**src/rtl/qdrc_phy_burst_align_multi_if.sv**
```systemverilog
// QDR burst-aligner bus bundle.
//   master : aligner side; drives the QDR write/read strobes, write data,
//            status flags and the aligned read data; receives start and the
//            raw bit-aligned read data.
//   slave  : controller/memory side; the mirror image of master.
interface qdrc_phy_burst_align_multi_if #(
   parameter int DATA_WIDTH = 18,
   parameter int BW_WIDTH   = 2,
   parameter int ADDR_WIDTH = 21
);
   logic                  burst_align_start;
   logic                  burst_align_done;
   logic                  burst_align_fail;
   logic [DATA_WIDTH-1:0] burst_align_bit_fail;
   logic [DATA_WIDTH-1:0] qdr_d_rise;
   logic [DATA_WIDTH-1:0] qdr_d_fall;
   logic [DATA_WIDTH-1:0] qdr_q_rise;
   logic [DATA_WIDTH-1:0] qdr_q_fall;
   logic [BW_WIDTH-1:0]   qdr_bw_n_rise;
   logic [BW_WIDTH-1:0]   qdr_bw_n_fall;
   logic                  qdr_w_n;
   logic                  qdr_r_n;
   logic [ADDR_WIDTH-1:0] qdr_sa;
   logic [DATA_WIDTH-1:0] qdr_q_rise_cal;
   logic [DATA_WIDTH-1:0] qdr_q_fall_cal;

   modport master (
      input  burst_align_start, qdr_q_rise, qdr_q_fall,
      output burst_align_done, burst_align_fail, burst_align_bit_fail,
             qdr_d_rise, qdr_d_fall, qdr_bw_n_rise, qdr_bw_n_fall,
             qdr_w_n, qdr_r_n, qdr_sa, qdr_q_rise_cal, qdr_q_fall_cal
   );

   modport slave (
      output burst_align_start, qdr_q_rise, qdr_q_fall,
      input  burst_align_done, burst_align_fail, burst_align_bit_fail,
             qdr_d_rise, qdr_d_fall, qdr_bw_n_rise, qdr_bw_n_fall,
             qdr_w_n, qdr_r_n, qdr_sa, qdr_q_rise_cal, qdr_q_fall_cal
   );
endinterface

```
**src/rtl/qdrc_phy_burst_align_multi.sv**
```systemverilog
// QDR PHY burst aligner. Writes a known DDR burst to address 0, reads it
// back NUM_TRIALS times, finds per data bit how many extra cycles (0..MAX_SKEW)
// that bit arrives late, and delays every bit so the whole read bus lands at
// READ_LATENCY+MAX_SKEW.
// Ports:
//   clk   : PHY clock
//   reset : asynchronous, active-high reset
//   bus   : master side of qdrc_phy_burst_align_multi_if (start/done/fail,
//           per-bit fail flags, QDR strobes/data/address, aligned read data)
//
// state   | meaning
// IDLE    | waiting for start
// WR0     | write strobe low, first burst half (P0/P1) on d
// WR1     | second burst half (P2/P3) on d
// RD      | read strobe low for one cycle (cycle R)
// WAIT    | READ_LATENCY-1 cycles of read latency
// CAPTURE | shift MAX_SKEW+2 read beats into the capture window
// CHECK   | per-bit match search, tap load (trial 0), fail accumulation
// DONE    | calibration passed, done held
// FAIL    | one or more bits failed, fail held
module qdrc_phy_burst_align_multi #(
   parameter int DATA_WIDTH   = 18,
   parameter int BW_WIDTH     = 2,
   parameter int ADDR_WIDTH   = 21,
   parameter int READ_LATENCY = 9,
   parameter int MAX_SKEW     = 3,
   parameter int NUM_TRIALS   = 4,
   parameter int BYPASS       = 0
) (
   input  logic clk,
   input  logic reset,
   qdrc_phy_burst_align_multi_if.master bus
);
   localparam int TW  = $clog2(MAX_SKEW + 1);
   localparam int TRW = $clog2(NUM_TRIALS + 1);
   localparam int CW  = $clog2(READ_LATENCY + MAX_SKEW + 2);
   localparam int NW  = MAX_SKEW + 2;

   typedef enum logic [3:0] {
      S_IDLE, S_WR0, S_WR1, S_RD, S_WAIT, S_CAPTURE, S_CHECK, S_DONE, S_FAIL
   } state_t;

   state_t                r_state;
   logic                  r_done;
   logic                  r_fail;
   logic [DATA_WIDTH-1:0] r_bit_fail;
   logic                  r_w_n;
   logic                  r_r_n;
   logic [DATA_WIDTH-1:0] r_d_rise;
   logic [DATA_WIDTH-1:0] r_d_fall;
   logic [BW_WIDTH-1:0]   r_bw_n;
   logic [TRW-1:0]        r_trial;
   logic [CW-1:0]         r_cnt;
   logic [TW-1:0]         r_tap      [DATA_WIDTH];
   logic [DATA_WIDTH-1:0] r_win_rise [NW];
   logic [DATA_WIDTH-1:0] r_win_fall [NW];
   logic [DATA_WIDTH-1:0] r_sr_rise  [MAX_SKEW];
   logic [DATA_WIDTH-1:0] r_sr_fall  [MAX_SKEW];

   logic                  w_p0, w_p1, w_p2, w_p3;
   logic [DATA_WIDTH-1:0] w_one, w_multi, w_bad, w_bit_fail_nxt;
   logic [TW-1:0]         w_cand     [DATA_WIDTH];
   logic [DATA_WIDTH-1:0] w_cal_rise, w_cal_fall;

   // Even trials send (0,1,1,0), odd trials the inverse (1,0,0,1).
   assign w_p0 = r_trial[0];
   assign w_p1 = ~r_trial[0];
   assign w_p2 = ~r_trial[0];
   assign w_p3 = r_trial[0];

   // Window slot 0 holds the beat from R+READ_LATENCY; candidate k needs the
   // first burst half in slot k and the second half in slot k+1.
   always_comb begin
      w_one   = '0;
      w_multi = '0;
      w_bad   = '0;
      for (int i = 0; i < DATA_WIDTH; i++) begin
         w_cand[i] = '0;
         for (int k = 0; k <= MAX_SKEW; k++) begin
            if (r_win_rise[k][i] == w_p0 && r_win_fall[k][i] == w_p1 &&
                r_win_rise[k+1][i] == w_p2 && r_win_fall[k+1][i] == w_p3) begin
               if (w_one[i]) w_multi[i] = 1'b1;
               w_one[i]  = 1'b1;
               w_cand[i] = TW'(k);
            end
         end
         w_bad[i] = ~w_one[i] | w_multi[i] |
                    ((r_trial != '0) && (w_cand[i] != r_tap[i]));
      end
   end

   assign w_bit_fail_nxt = r_bit_fail | w_bad;

   always_ff @(posedge clk or posedge reset) begin
      if (reset) begin
         r_state    <= S_IDLE;
         r_done     <= 1'b0;
         r_fail     <= 1'b0;
         r_bit_fail <= '0;
         r_w_n      <= 1'b1;
         r_r_n      <= 1'b1;
         r_d_rise   <= '0;
         r_d_fall   <= '0;
         r_bw_n     <= '1;
         r_trial    <= '0;
         r_cnt      <= '0;
         for (int i = 0; i < DATA_WIDTH; i++) r_tap[i] <= '0;
         for (int j = 0; j < NW; j++) begin
            r_win_rise[j] <= '0;
            r_win_fall[j] <= '0;
         end
      end else begin
         case (r_state)
            S_IDLE, S_DONE, S_FAIL: begin
               if (bus.burst_align_start) begin
                  r_state    <= S_WR0;
                  r_done     <= 1'b0;
                  r_fail     <= 1'b0;
                  r_bit_fail <= '0;
                  r_trial    <= '0;
                  r_w_n      <= 1'b0;
                  r_bw_n     <= '0;
                  r_d_rise   <= '0;
                  r_d_fall   <= '1;
               end
            end
            S_WR0: begin
               r_state  <= S_WR1;
               r_w_n    <= 1'b1;
               r_d_rise <= {DATA_WIDTH{w_p2}};
               r_d_fall <= {DATA_WIDTH{w_p3}};
            end
            S_WR1: begin
               r_state  <= S_RD;
               r_d_rise <= '0;
               r_d_fall <= '0;
               r_bw_n   <= '1;
               r_r_n    <= 1'b0;
            end
            S_RD: begin
               r_state <= S_WAIT;
               r_r_n   <= 1'b1;
               r_cnt   <= CW'(READ_LATENCY - 2);
            end
            S_WAIT: begin
               if (r_cnt == '0) begin
                  r_state <= S_CAPTURE;
                  r_cnt   <= CW'(MAX_SKEW + 1);
               end else begin
                  r_cnt <= r_cnt - 1'b1;
               end
            end
            S_CAPTURE: begin
               // Shift toward slot 0 so the earliest beat ends up at index 0.
               for (int j = 0; j < NW - 1; j++) begin
                  r_win_rise[j] <= r_win_rise[j+1];
                  r_win_fall[j] <= r_win_fall[j+1];
               end
               r_win_rise[NW-1] <= bus.qdr_q_rise;
               r_win_fall[NW-1] <= bus.qdr_q_fall;
               if (r_cnt == '0) r_state <= S_CHECK;
               else             r_cnt   <= r_cnt - 1'b1;
            end
            S_CHECK: begin
               if (r_trial == '0) begin
                  for (int i = 0; i < DATA_WIDTH; i++)
                     r_tap[i] <= (w_one[i] & ~w_multi[i]) ? w_cand[i] : '0;
               end
               r_bit_fail <= w_bit_fail_nxt;
               r_trial    <= r_trial + 1'b1;
               if (r_trial == TRW'(NUM_TRIALS - 1)) begin
                  if (w_bit_fail_nxt == '0) begin
                     r_state <= S_DONE;
                     r_done  <= 1'b1;
                  end else begin
                     r_state <= S_FAIL;
                     r_fail  <= 1'b1;
                  end
               end else begin
                  // Next trial flips parity, so P0 = new parity, P1 = its inverse.
                  r_state  <= S_WR0;
                  r_w_n    <= 1'b0;
                  r_bw_n   <= '0;
                  r_d_rise <= {DATA_WIDTH{~r_trial[0]}};
                  r_d_fall <= {DATA_WIDTH{r_trial[0]}};
               end
            end
            default: r_state <= S_IDLE;
         endcase
      end
   end

   // Delay line: r_sr_*[j] is the input delayed by j+1 cycles.
   always_ff @(posedge clk or posedge reset) begin
      if (reset) begin
         for (int j = 0; j < MAX_SKEW; j++) begin
            r_sr_rise[j] <= '0;
            r_sr_fall[j] <= '0;
         end
      end else begin
         r_sr_rise[0] <= bus.qdr_q_rise;
         r_sr_fall[0] <= bus.qdr_q_fall;
         for (int j = 1; j < MAX_SKEW; j++) begin
            r_sr_rise[j] <= r_sr_rise[j-1];
            r_sr_fall[j] <= r_sr_fall[j-1];
         end
      end
   end

   // A bit found tap cycles late needs MAX_SKEW-tap more; tap=MAX_SKEW passes straight through.
   always_comb begin
      w_cal_rise = bus.qdr_q_rise;
      w_cal_fall = bus.qdr_q_fall;
      for (int i = 0; i < DATA_WIDTH; i++) begin
         for (int j = 0; j < MAX_SKEW; j++) begin
            if (r_tap[i] == TW'(MAX_SKEW - 1 - j)) begin
               w_cal_rise[i] = r_sr_rise[j][i];
               w_cal_fall[i] = r_sr_fall[j][i];
            end
         end
      end
   end

   localparam bit BYP = (BYPASS != 0);

   assign bus.burst_align_done     = BYP ? 1'b1 : r_done;
   assign bus.burst_align_fail     = BYP ? 1'b0 : r_fail;
   assign bus.burst_align_bit_fail = BYP ? '0   : r_bit_fail;
   assign bus.qdr_w_n              = BYP ? 1'b1 : r_w_n;
   assign bus.qdr_r_n              = BYP ? 1'b1 : r_r_n;
   assign bus.qdr_d_rise           = BYP ? '1   : r_d_rise;
   assign bus.qdr_d_fall           = BYP ? '0   : r_d_fall;
   assign bus.qdr_bw_n_rise        = BYP ? '1   : r_bw_n;
   assign bus.qdr_bw_n_fall        = BYP ? '1   : r_bw_n;
   assign bus.qdr_sa               = '0;
   assign bus.qdr_q_rise_cal       = BYP ? bus.qdr_q_rise : w_cal_rise;
   assign bus.qdr_q_fall_cal       = BYP ? bus.qdr_q_fall : w_cal_fall;
endmodule

```
**src/flat_wrapper.sv**
```systemverilog
// flat-port wrapper written by rule: the top's interface ports become plain ports
module qdrc_phy_burst_align_multi_flat 
#(
   parameter int DATA_WIDTH   = 18,
   parameter int BW_WIDTH     = 2,
   parameter int ADDR_WIDTH   = 21,
   parameter int READ_LATENCY = 9,
   parameter int MAX_SKEW     = 3,
   parameter int NUM_TRIALS   = 4,
   parameter int BYPASS       = 0
)
  (clk, reset, bus_burst_align_start, bus_qdr_q_rise, bus_qdr_q_fall, bus_burst_align_done, bus_burst_align_fail, bus_burst_align_bit_fail, bus_qdr_d_rise, bus_qdr_d_fall, bus_qdr_bw_n_rise, bus_qdr_bw_n_fall, bus_qdr_w_n, bus_qdr_r_n, bus_qdr_sa, bus_qdr_q_rise_cal, bus_qdr_q_fall_cal);
  qdrc_phy_burst_align_multi_if #(.DATA_WIDTH(DATA_WIDTH), .BW_WIDTH(BW_WIDTH), .ADDR_WIDTH(ADDR_WIDTH)) bus_i ();
  input  logic clk;
  input  logic reset;
  input wire logic [$bits(bus_i.burst_align_start)-1:0] bus_burst_align_start;
  input wire logic [$bits(bus_i.qdr_q_rise)-1:0] bus_qdr_q_rise;
  input wire logic [$bits(bus_i.qdr_q_fall)-1:0] bus_qdr_q_fall;
  output wire logic [$bits(bus_i.burst_align_done)-1:0] bus_burst_align_done;
  output wire logic [$bits(bus_i.burst_align_fail)-1:0] bus_burst_align_fail;
  output wire logic [$bits(bus_i.burst_align_bit_fail)-1:0] bus_burst_align_bit_fail;
  output wire logic [$bits(bus_i.qdr_d_rise)-1:0] bus_qdr_d_rise;
  output wire logic [$bits(bus_i.qdr_d_fall)-1:0] bus_qdr_d_fall;
  output wire logic [$bits(bus_i.qdr_bw_n_rise)-1:0] bus_qdr_bw_n_rise;
  output wire logic [$bits(bus_i.qdr_bw_n_fall)-1:0] bus_qdr_bw_n_fall;
  output wire logic [$bits(bus_i.qdr_w_n)-1:0] bus_qdr_w_n;
  output wire logic [$bits(bus_i.qdr_r_n)-1:0] bus_qdr_r_n;
  output wire logic [$bits(bus_i.qdr_sa)-1:0] bus_qdr_sa;
  output wire logic [$bits(bus_i.qdr_q_rise_cal)-1:0] bus_qdr_q_rise_cal;
  output wire logic [$bits(bus_i.qdr_q_fall_cal)-1:0] bus_qdr_q_fall_cal;
  assign bus_i.burst_align_start = bus_burst_align_start;
  assign bus_i.qdr_q_rise = bus_qdr_q_rise;
  assign bus_i.qdr_q_fall = bus_qdr_q_fall;
  assign bus_burst_align_done = bus_i.burst_align_done;
  assign bus_burst_align_fail = bus_i.burst_align_fail;
  assign bus_burst_align_bit_fail = bus_i.burst_align_bit_fail;
  assign bus_qdr_d_rise = bus_i.qdr_d_rise;
  assign bus_qdr_d_fall = bus_i.qdr_d_fall;
  assign bus_qdr_bw_n_rise = bus_i.qdr_bw_n_rise;
  assign bus_qdr_bw_n_fall = bus_i.qdr_bw_n_fall;
  assign bus_qdr_w_n = bus_i.qdr_w_n;
  assign bus_qdr_r_n = bus_i.qdr_r_n;
  assign bus_qdr_sa = bus_i.qdr_sa;
  assign bus_qdr_q_rise_cal = bus_i.qdr_q_rise_cal;
  assign bus_qdr_q_fall_cal = bus_i.qdr_q_fall_cal;
  qdrc_phy_burst_align_multi #(.DATA_WIDTH(DATA_WIDTH), .BW_WIDTH(BW_WIDTH), .ADDR_WIDTH(ADDR_WIDTH), .READ_LATENCY(READ_LATENCY), .MAX_SKEW(MAX_SKEW), .NUM_TRIALS(NUM_TRIALS), .BYPASS(BYPASS)) u_core (.clk(clk), .reset(reset), .bus(bus_i));
endmodule
```
**config.mk**
```make
export PLATFORM = sky130hd
export DESIGN_NAME = qdrc_phy_burst_align_multi_flat
export DESIGN_NICKNAME = d
export VERILOG_FILES = /design/src/rtl/qdrc_phy_burst_align_multi_if.sv /design/src/rtl/qdrc_phy_burst_align_multi.sv /design/src/flat_wrapper.sv
export SDC_FILE = /design/constraint.sdc
export NUM_CORES = 1
export LEC_CHECK = 0
export CORE_MARGIN = 3
export CORE_UTILIZATION = 45
export DETAILED_ROUTE_END_ITERATION = 10
export DONT_BUFFER_PORTS = 1
export PLACE_DENSITY_LB_ADDON = 0.1
export SYNTH_ARGS = -nofsm -noshare
export SYNTH_HDL_FRONTEND = slang
export SYNTH_SLANG_ARGS = --single-unit
```
**constraint.sdc**
```tcl
create_clock -name clk -period 12.8 [get_ports clk]
set_clock_uncertainty 0.05 [all_clocks]
set_input_delay 1.28 -clock clk [delete_from_list [all_inputs] [get_ports clk]]
set_output_delay 1.28 -clock clk [all_outputs]
set_load 0.01 [all_outputs]
```
==> results.sh <==
export IMPL_outcome="completed"
export IMPL_drc=0
export IMPL_cts_path_max_buffers=3
export IMPL_path_max_fanout=92
export IMPL_cts_inserted_buffers=40
export IMPL_endpoint_kind="flop"
export IMPL_peakVddDrop_mv=0.125
export IMPL_grt_busiest_layer="met2"
export IMPL_rsz0062_at_grt="no"
export IMPL_post_route_min_period_ns=4.17
export IMPL_worstPathArrival_ns=4.55
export IMPL_fmax_mhz=240
export IMPL_syn_area_per_cell_um2=12.3
export IMPL_viasPerCell=5.71
export IMPL_max_slew_worst_pin_slew_ns=0.936
export IMPL_postCtsSetupRepairBufs=0
export IMPL_maxSlewHeadroom_pct=37.6
export IMPL_tns_ns=0
export IMPL_finalSetupViolCount=0
export IMPL_std_cell_rows=71
export IMPL_ys_warn_count=0
export IMPL_grt_antenna_before_repair=0
export IMPL_dpl_cell_count=1845
export IMPL_grt_pass1_vias=10700
export IMPL_netlist_area_um2=17500
export IMPL_synth_ff_type="dfrtp_1"
export IMPL_ctsHtreeMaxLevel=2
export IMPL_worstHoldPathCells=0
export IMPL_num_vias=10900
export IMPL_gr_usage_met3_pct=3.77
export IMPL_synth_cell_type_count=87
export IMPL_cts_sinks=360
export IMPL_dieArea_um2=41300
export IMPL_path_class="reg -> reg"
export IMPL_layout_drive_gt1_share_pct=22.4
export IMPL_r2r_start="u_core.r_trial[0]$_DFFE_PP0P_"
export IMPL_diodes=0
export IMPL_root_buffer="clkbuf_16"
export IMPL_grt_util_met1_pct=24.6
export IMPL_ios=158
export IMPL_fin_crit_sh_pct=32.6
export IMPL_io_buffers=0
export IMPL_fin_nets=1419
export IMPL_cts_resized=0
export IMPL_cp_required_ns=13.18
export IMPL_whs_ns=0.304
export IMPL_finalInstanceArea_um2=18900
export IMPL_r2r_slack_ns=8.63
export IMPL_drv_slew=0
export IMPL_ant_nets=0
export IMPL_areaGrowthSynthToFinish_pct=7.96
export IMPL_drv_cap=0
export IMPL_pre_cts_ws_ns=8.65
export IMPL_track_usage_pct=17.1
export IMPL_power_leakage_nw=7.66
export IMPL_die_w_um=203
export IMPL_startpoint="u_core.r_trial[0]$_DFFE_PP0P_"
export IMPL_clk_latency_ns=0.54
export IMPL_drt_iter0_markers=623
export IMPL_synth_seq_cells=360
export IMPL_grt_pass1_wl_um=57700
export IMPL_cp_endpoint="u_core.bus.burst_align_fail$_DFFE_PP0P_"
export IMPL_grt_max_degree=162
export IMPL_syn_inst=1426
export IMPL_final_cell_mix="dfrtp_1, mux2_2, nand2_1"
export IMPL_final_instance_count_excl_fill=1910
export IMPL_layout_setup_ws_ns=8.63
export IMPL_place_congestion=0.793
export IMPL_synth_edf_count=0
export IMPL_r2r_end="u_core.bus.burst_align_fail$_DFFE_PP0P_"
export IMPL_start_util_pct=46.0
export IMPL_worst_r2r_path_depth=9
export IMPL_core_region_area_um2=38000
export IMPL_p_per_area_nw_per_um2=262
export IMPL_final_common_cell="dfrtp_1"
export IMPL_path_clk_slew_ns=0.06
export IMPL_hold_viol_final=0
export IMPL_min_path_type="reg -> reg"
export IMPL_wl_per_cell_um=18.2
export IMPL_ys_seq_area_share_pct=51.5
export IMPL_start_kind="flop"
export IMPL_met2_usage_pct=26.2
export IMPL_wl_um=34800
export IMPL_hpwl_um=23100
export IMPL_cts_tree="yes"
export IMPL_drt_first_pass_iters=5
export IMPL_placed_area_um2=17600
export IMPL_die_y_um=203
export IMPL_overflow=0
export IMPL_ys_async_sr_fraction_pct=100
export IMPL_cts_hold_buf=0
==> kinds of logic after synthesis <==
group / share of synthesized area, %
XOR/XNOR: 1.40
buffers and inverters: 4.72
other: 0.0214
adder cells (fa/ha/maj): 0.286
multiplexers: 17.4
AO/OA/AOI/OAI: 8.86
flip-flops: 51.5
AND/OR/NAND/NOR: 15.8
==> stage by stage <==
step                      total power [mW]  util (%)
final                                 4.95      49.7
after CTS                             5.02      49.7
after floorplan                       3.44         -
after detailed placement              3.80      46.2
after global routing                  5.31      49.7
after global placement                3.77      46.2
==> synth_stat cells, drive strengths merged, types with 5 or more instances <==
| library cell | n | area share (%) |
|---|---|---|
| buf | 92 | 3.7 |
| and2 | 10 | 0.36 |
| o22a | 11 | 0.55 |
| nand2 | 87 | 1.9 |
| nor3b | 28 | 1.2 |
| nor2 | 48 | 1.0 |
| o21ai | 66 | 1.9 |
| mux2i | 15 | 0.86 |
| mux4 | 36 | 4.6 |
| a22oi | 9 | 0.44 |
| xor2 | 11 | 0.55 |
| or3 | 5 | 0.21 |
| dfrtp | 357 | 51 |
| nor4bb | 51 | 2.9 |
| nand2b | 42 | 1.5 |
| clkbuf | 28 | 0.60 |
| nand3b | 21 | 0.90 |
| o311ai | 9 | 0.58 |
| o22ai | 6 | 0.25 |
| a21oi | 26 | 0.74 |
| a21o | 7 | 0.30 |
| a31oi | 10 | 0.36 |
| a211oi | 8 | 0.34 |
| nand4 | 6 | 0.21 |
| nor4 | 7 | 0.29 |
| nor2b | 47 | 1.7 |
| a22o | 5 | 0.25 |
| nor3 | 12 | 0.34 |
| nand3 | 28 | 0.80 |
| mux2 | 185 | 12 |
| o31ai | 9 | 0.39 |
| xnor2 | 17 | 0.85 |
| nand4b | 18 | 0.90 |
| nand4bb | 8 | 0.51 |
| a32oi | 11 | 0.55 |
| inv | 19 | 0.41 |
==> cell type report <==
| class | count | area, um^2 |
|---|---|---|
| clock buffer | 53 | 1100 |
| clock inverter | 12 | 239 |
| fill | 3398 | 19100 |
| inverter | 19 | 78.8 |
| multi-input combinational | 947 | 7750 |
| sequential | 360 | 9020 |
| tap | 511 | 639 |
| timing repair buffer | 8 | 72.6 |
==> flip-flops by register name, indices dropped and copies added (netlist names) <==
register / count
u_core.r_cnt: 4
u_core.r_tap: 36
u_core.bus.burst_align_bit_fail: 18
u_core.bus.qdr_r_n: 1
u_core.bus.qdr_d_rise: 1
u_core.r_state: 4
u_core.r_win_rise: 90
u_core.bus.qdr_bw_n_fall: 1
u_core.r_win_fall: 90
u_core.r_sr_fall: 54
u_core.r_trial: 3
u_core.r_sr_rise: 54
u_core.bus.qdr_d_fall: 1
u_core.bus.burst_align_done: 1
u_core.bus.qdr_w_n: 1
u_core.bus.burst_align_fail: 1
==> worst max-delay path, stage by stage (launching register included) <==
cell       delay [ns]
dfrtp_4          0.79
buf_4            0.79
nand4bb_1        0.23
o22a_1           0.28
nand2_1          0.10
or3_1            0.32
a311oi_1         0.53
nand4_1          0.20
or3_4            0.41
o311a_1          0.29
==> routing by layer <==
metal	part of all wire (%)	routed length [um]
met1	48	16800
met2	44	15300
met3	5.8	2020
met4	1.9	644
met5	0	0
==> worst min path at each step <==
| stage | startpoint | slack [ns] | end |
|---|---|---|---|
| CTS | u_core.r_sr_fall[27]$_DFF_PP0_ | 0.31 | u_core.r_sr_fall[9]$_DFF_PP0_ |
| global route | u_core.r_sr_fall[48]$_DFF_PP0_ | 0.32 | u_core.r_sr_fall[30]$_DFF_PP0_ |
| detailed placement | u_core.r_sr_rise[49]$_DFF_PP0_ | 0.30 | u_core.r_sr_rise[31]$_DFF_PP0_ |
| global placement | u_core.r_sr_fall[42]$_DFF_PP0_ | 0.30 | u_core.r_sr_fall[24]$_DFF_PP0_ |
| finish | u_core.r_sr_fall[27]$_DFF_PP0_ | 0.30 | u_core.r_sr_fall[9]$_DFF_PP0_ |
| floorplan | u_core.r_sr_fall[36]$_DFF_PP0_ | 0.30 | u_core.r_sr_fall[18]$_DFF_PP0_ |
==> power by group <==
| part | switching (mW) | internal [mW] |
|---|---|---|
| sequential | 0.532 | 1.54 |
| combinational | 0.795 | 0.899 |
| clock | 0.443 | 0.741 |
| total | 1.77 | 3.18 |
No activity file was read; power rests on OpenSTA's default activity.
